$ cat config.mk
export PLATFORM = sky130hd
export DESIGN_NAME = pps_write_buffer
export DESIGN_NICKNAME = d
export VERILOG_FILES = /design/src/rtl/pps_write_buffer.sv
export SDC_FILE = /design/constraint.sdc
export NUM_CORES = 1
export LEC_CHECK = 0
export ABC_AREA = 0
export BUFFER_PORTS_ARGS = -buffer_cell sky130_fd_sc_hd__buf_4
export CORE_UTILIZATION = 50
export CTS_CLUSTER_DIAMETER = 60
export CTS_CLUSTER_SIZE = 40
export DETAILED_ROUTE_END_ITERATION = 8
export PLACE_DENSITY = 0.8
export SLEW_MARGIN = 20
export SYNTH_ARGS = -nofsm -noshare
export SYNTH_HDL_FRONTEND = slang
export SYNTH_SLANG_ARGS = --single-unit
$ cat constraint.sdc
create_clock -name clk -period 3 [get_ports clk]
set_input_delay 0.45 -clock clk [delete_from_list [all_inputs] [get_ports clk]]
set_output_delay 0.45 -clock clk [all_outputs]
set_load 0.02 [all_outputs]
$ cat src/rtl/pps_write_buffer.sv
// Posted-store write buffer: queues Execute-stage stores and drains them to the
// SRAM one at a time with a req/ack handshake and a write-recovery cycle.
module pps_write_buffer #(
    parameter int DEPTH = 4,
    parameter int PTR_W = 2
) (
    input  logic        clk,
    input  logic        rst,
    input  logic        wb_push,
    input  logic [31:0] wb_addr,
    input  logic [31:0] wb_data,
    input  logic [3:0]  wb_bwe,
    input  logic [31:0] ld_addr,
    output logic        wb_full,
    output logic        wb_empty,
    output logic        ld_conflict,
    output logic        mem_req,
    output logic [29:0] mem_addr,
    output logic [31:0] mem_data,
    output logic [3:0]  mem_bwe,
    input  logic        mem_ack
);
    typedef enum logic [1:0] {IDLE, WRITE, RECOVER} state_t;

    localparam logic [PTR_W:0]   CNT_FULL = (PTR_W+1)'(DEPTH);
    localparam logic [PTR_W:0]   CNT_ONE  = 1;
    localparam logic [PTR_W-1:0] PTR_ONE  = 1;

    logic [29:0] addr_mem [DEPTH];
    logic [31:0] data_mem [DEPTH];
    logic [3:0]  bwe_mem  [DEPTH];

    logic [PTR_W:0]   count_reg, count_next;
    logic [PTR_W-1:0] head_reg, tail_reg;
    state_t           state_reg;
    logic             mem_req_reg;
    logic [29:0]      mem_addr_reg;
    logic [31:0]      mem_data_reg;
    logic [3:0]       mem_bwe_reg;

    logic             push_ok, pop;
    logic [DEPTH-1:0] hit_vec;
    logic             unused_bits;

    // Acceptance looks only at the pre-edge count, so a pop cannot make room
    // for a push in the same cycle.
    assign push_ok = wb_push && (count_reg < CNT_FULL);
    assign pop     = (state_reg == WRITE) && mem_ack;

    always_comb begin
        count_next = count_reg;
        case ({push_ok, pop})
            2'b10:   count_next = count_reg + CNT_ONE;
            2'b01:   count_next = count_reg - CNT_ONE;
            default: count_next = count_reg;
        endcase
    end

    always_ff @(posedge clk) begin
        if (push_ok) begin
            addr_mem[tail_reg] <= wb_addr[31:2];
            data_mem[tail_reg] <= wb_data;
            bwe_mem[tail_reg]  <= wb_bwe;
        end
    end

    always_ff @(posedge clk or posedge rst) begin
        if (rst) begin
            count_reg    <= '0;
            head_reg     <= '0;
            tail_reg     <= '0;
            state_reg    <= IDLE;
            mem_req_reg  <= 1'b0;
            mem_addr_reg <= '0;
            mem_data_reg <= '0;
            mem_bwe_reg  <= '0;
        end else begin
            count_reg <= count_next;
            if (push_ok) tail_reg <= tail_reg + PTR_ONE;
            if (pop)     head_reg <= head_reg + PTR_ONE;
            case (state_reg)
                IDLE, RECOVER: begin
                    if (count_reg != '0) begin
                        mem_addr_reg <= addr_mem[head_reg];
                        mem_data_reg <= data_mem[head_reg];
                        mem_bwe_reg  <= bwe_mem[head_reg];
                        mem_req_reg  <= 1'b1;
                        state_reg    <= WRITE;
                    end else begin
                        state_reg    <= IDLE;
                    end
                end
                WRITE: begin
                    if (mem_ack) begin
                        mem_req_reg <= 1'b0;
                        state_reg   <= RECOVER;
                    end
                end
                default: begin
                    mem_req_reg <= 1'b0;
                    state_reg   <= IDLE;
                end
            endcase
        end
    end

    // An entry is valid when its distance from head is below count; the head
    // stays valid while in flight so it is still covered here.
    for (genvar gi = 0; gi < DEPTH; gi++) begin : g_hit
        logic [PTR_W-1:0] offset;
        assign offset      = PTR_W'(gi) - head_reg;
        assign hit_vec[gi] = ({1'b0, offset} < count_reg) && (addr_mem[gi] == ld_addr[31:2]);
    end

    assign ld_conflict = |hit_vec;
    assign wb_full     = (count_reg == CNT_FULL);
    assign wb_empty    = (count_reg == '0) && (state_reg == IDLE);
    assign mem_req     = mem_req_reg;
    assign mem_addr    = mem_addr_reg;
    assign mem_data    = mem_data_reg;
    assign mem_bwe     = mem_bwe_reg;
    assign unused_bits = ^{wb_addr[1:0], ld_addr[1:0]};
endmodule

==> metrics <==
post-synthesis adder-cell area fraction 0.00947; CP endpoint kind output pin; Fillers 1933; CP max stage delay 0.57 ns; FF-to-FF path depth 3; simple-gate area share of the yosys netlist 0.0234; Tot Pwr 15.8 mW; vias in the first global route 7371; post-DR wirelength/cell 23.3 um; chip width 169 um; Max Fanout on Critical Path 5; Yosys cell types 33; core area 27300 sq um; max frequency 0.342 GHz; Total Nets Final 1022; ys flop type edfxtp_1; # setup viols final 0; number of flip-flops in the largest register 128; fin crit share 0.976; clock latency on the worst-skew pair 0.55 ns; clk_skew 0.0243 ns; I/O Pins 174; number of antenna violations at the first check in global routing 3; mux cell area share after synthesis 0.165; DR DRC count 0; transition time at the pin with the least slew margin 0.960 ns; Routability Congestion 0.991; first-pass GRT wire length 45200 um; reg-to-reg startpoint head_reg[0]$_DFFE_PP0P_; largest net degree at the start of global routing 45; clock sinks 340; Post-synth EDFFs 264; die area 28700 sq um; Max stage delay cell, worst path or4_4; Synth Area in Compound Gates 0.00571; GRT overflow 0; register bit total from synthesis 340; Final ANT Viol Nets 0; gr usage total 0.216; Hold Slack 0.0607 ns; Rows 60; final count of hold timing violations 0; via count 7193; # Max-Cap Violations 0; flop2flop setup slack 0.70 ns; DP HPWL 21000 um; Initial Util 0.514; Setup CP Type flop to output pin; cell area after synthesis 14000 sq um; largest family of logic cells by synthesized area multiplexers; status completed; async set or reset register ratio after synthesis 0.224; post-synthesis net count 831; Core Util, Final 0.614; cells along the critical path inv_1 > ha_1 > inv_1 > a2111oi_2 > nand4_1 > nor4_2 > or4_4 > buf_4; Syn Inst Count 717; leakage 6.11 nW; Synthesis Warnings 0; CTS tree yes; Max VDD drop 0.000570 V; Initial DRC Count 698; Syn Area/Cell 19.5 sq um; Critical Path AT 2.48 ns; Max clock buf depth 3; H-Tree Depth 1; ratio of cells with drive above 1 in the final layout 0.412; Routed WL 30300 um; Layout area overhead 19.4%; die height 169 um; worst min path class input port to asynchronous set/reset pin; Period minus WS final 2.93 ns; Reg-to-Reg End mem_addr[12]$_DFFE_PP0P_; Startpoint Class flop; Seq/Total Area, Yosys 0.701; Clock transition at path regs 0.08 ns; pwr/cell area 942 nW/um^2; CTS root buffer clkbuf_16; IO Port Bufs 169; CTS Buf Count 25; CP most frequent cell inv_1; hold buffer count at CTS 0; DR vias/cell 5.52; first drt pass iteration count 5; CP required 2.55 ns; XOR/XNOR Fraction of Synth Area 0.0794; Max Transition Viols Final 0; setup repair bufs after CTS 0; relative slew slack 0.360
-- routing by layer --
metal / GRT usage / vias up / routed length [um]
met5: 0 / - / 15
met4: 0.0537 / 2 / 727
met3: 0.0501 / 42 / 2180
met2: 0.355 / 248 / 14700
met1: 0.292 / 3712 / 12600
li1: - / 3189 / -
-- cells in the final DEF, fill, tap and decap left out, types with 2 or more instances in the layout --
cell type | Yosys | final
clkbuf_16 | 0 | 25
mux4_2 | 66 | 66
diode_2 | 0 | 3
nor2_1 | 4 | 3
nand4_1 | 8 | 8
nand3_1 | 5 | 5
a2111oi_2 | 0 | 2
clkinv_2 | 0 | 5
buf_4 | 2 | 182
mux2_2 | 48 | 48
edfxtp_1 | 264 | 264
nor4_2 | 0 | 4
xnor2_1 | 22 | 21
nand2_1 | 3 | 3
dfrtp_1 | 76 | 74
mux2_4 | 18 | 18
nor4_1 | 23 | 19
xor2_1 | 105 | 105
and2_4 | 0 | 4
clkbuf_8 | 0 | 3
ha_1 | 9 | 9
inv_1 | 13 | 11
nor3_1 | 6 | 6
inv_8 | 0 | 4
dfrtp_4 | 0 | 2
o21ai_0 | 2 | 2
clkinv_4 | 0 | 5
buf_12 | 3 | 6
a21oi_1 | 6 | 6
-- worst max-delay path: cells and delay by family (launching register included) --
family	cells	cell delay (ns)
AOI/OAI and AO/OA	1	0.06
and+or+nand+nor	3	0.77
adders and majority gates	1	0.23
DFF	1	0.54
buffers and inverters	3	0.34
-- area by class of cell --
| cell class | instances | area [sq um] | area share |
|---|---|---|---|
| Antenna cell | 3 | 7.51 | 0.000449 |
| Clock inverter | 17 | 175 | 0.0105 |
| Clock buffer | 29 | 671 | 0.0401 |
| Inverter | 13 | 50.0 | 0.00299 |
| Timing Repair Buffer | 188 | 1490 | 0.0888 |
| Multi-Input combinational cell | 340 | 4040 | 0.241 |
| Tap cell | 372 | 465 | 0.0278 |
| Sequential cell | 340 | 9840 | 0.588 |
-- cell usage after synthesis (3+ instances only) --
master     instances  share of area
mux2_4            18          0.019
nand2_1            3        0.00080
nor4_1            23          0.010
inv_1             13         0.0035
mux2_2            48          0.039
xor2_1           105          0.066
mux4_2            66           0.11
nor3_1             6         0.0021
and2_1             4         0.0018
ha_1               9         0.0080
xnor2_1           22          0.014
buf_12             3         0.0043
dfrtp_1           76           0.14
a2111oi_0          3         0.0019
edfxtp_1         264           0.57
a21oi_1            6         0.0021
nand3_1            5         0.0018
buf_2             10         0.0036
nor2_1             4         0.0011
nand4_1            8         0.0036
clkbuf_1           6         0.0016
-- cells by family (layout without fill, tap and decap cells) --
group                    count (synthesis)  after routing
buffers and inverters                   37            247
adder cells (fa/ha/maj)                 10             10
AO/OA/AOI/OAI                           13             13
flip-flops                             340            340
multiplexers                           133            133
AND/OR/NAND/NOR                         57             57
other                                    0              3
XOR/XNOR                               127            127
-- how the worst max path moves through the flow --
stage,startpoint,to,depth (start not counted)
after floorplan,wb_push,addr_mem[2][0]$_DFFE_PP_,3
after global placement,ld_addr[18],ld_conflict,7
after detailed placement,ld_addr[18],ld_conflict,7
after CTS,addr_mem[2][7]$_DFFE_PP_,ld_conflict,6
after global routing,addr_mem[2][7]$_DFFE_PP_,ld_conflict,6
final,head_reg[1]$_DFFE_PP0P_,ld_conflict,8
-- power by group --
part	internal [mW]	total, mW	switching [mW]	leakage [nW]
clock network	1.76	3.44	1.68	0.420
logic	2.82	5.62	2.80	2.41
registers	6.18	6.71	0.522	3.28
total	10.8	15.8	5.00	6.11
-- timing repair --
item,CTS,global route
resized for setup,3,10
gates cloned,0,0
endpoints found under the setup margin,1,1
pin swaps,1,2
-- per-stage QoR --
step	cell area [sq um]	std cells	setup WS, ns	TNS, ns
2_1_floorplan	14000	717	0.198	0
3_3_place_gp	15800	1253	0.462	0
3_5_place_dp	15800	1253	0.434	0
4_1_cts	16700	1299	0.0132	0
5_1_grt	16700	1300	-0.00581	-0.00581
6_report	16700	1302	0.0733	0
(Power assumes the default switching activity.)
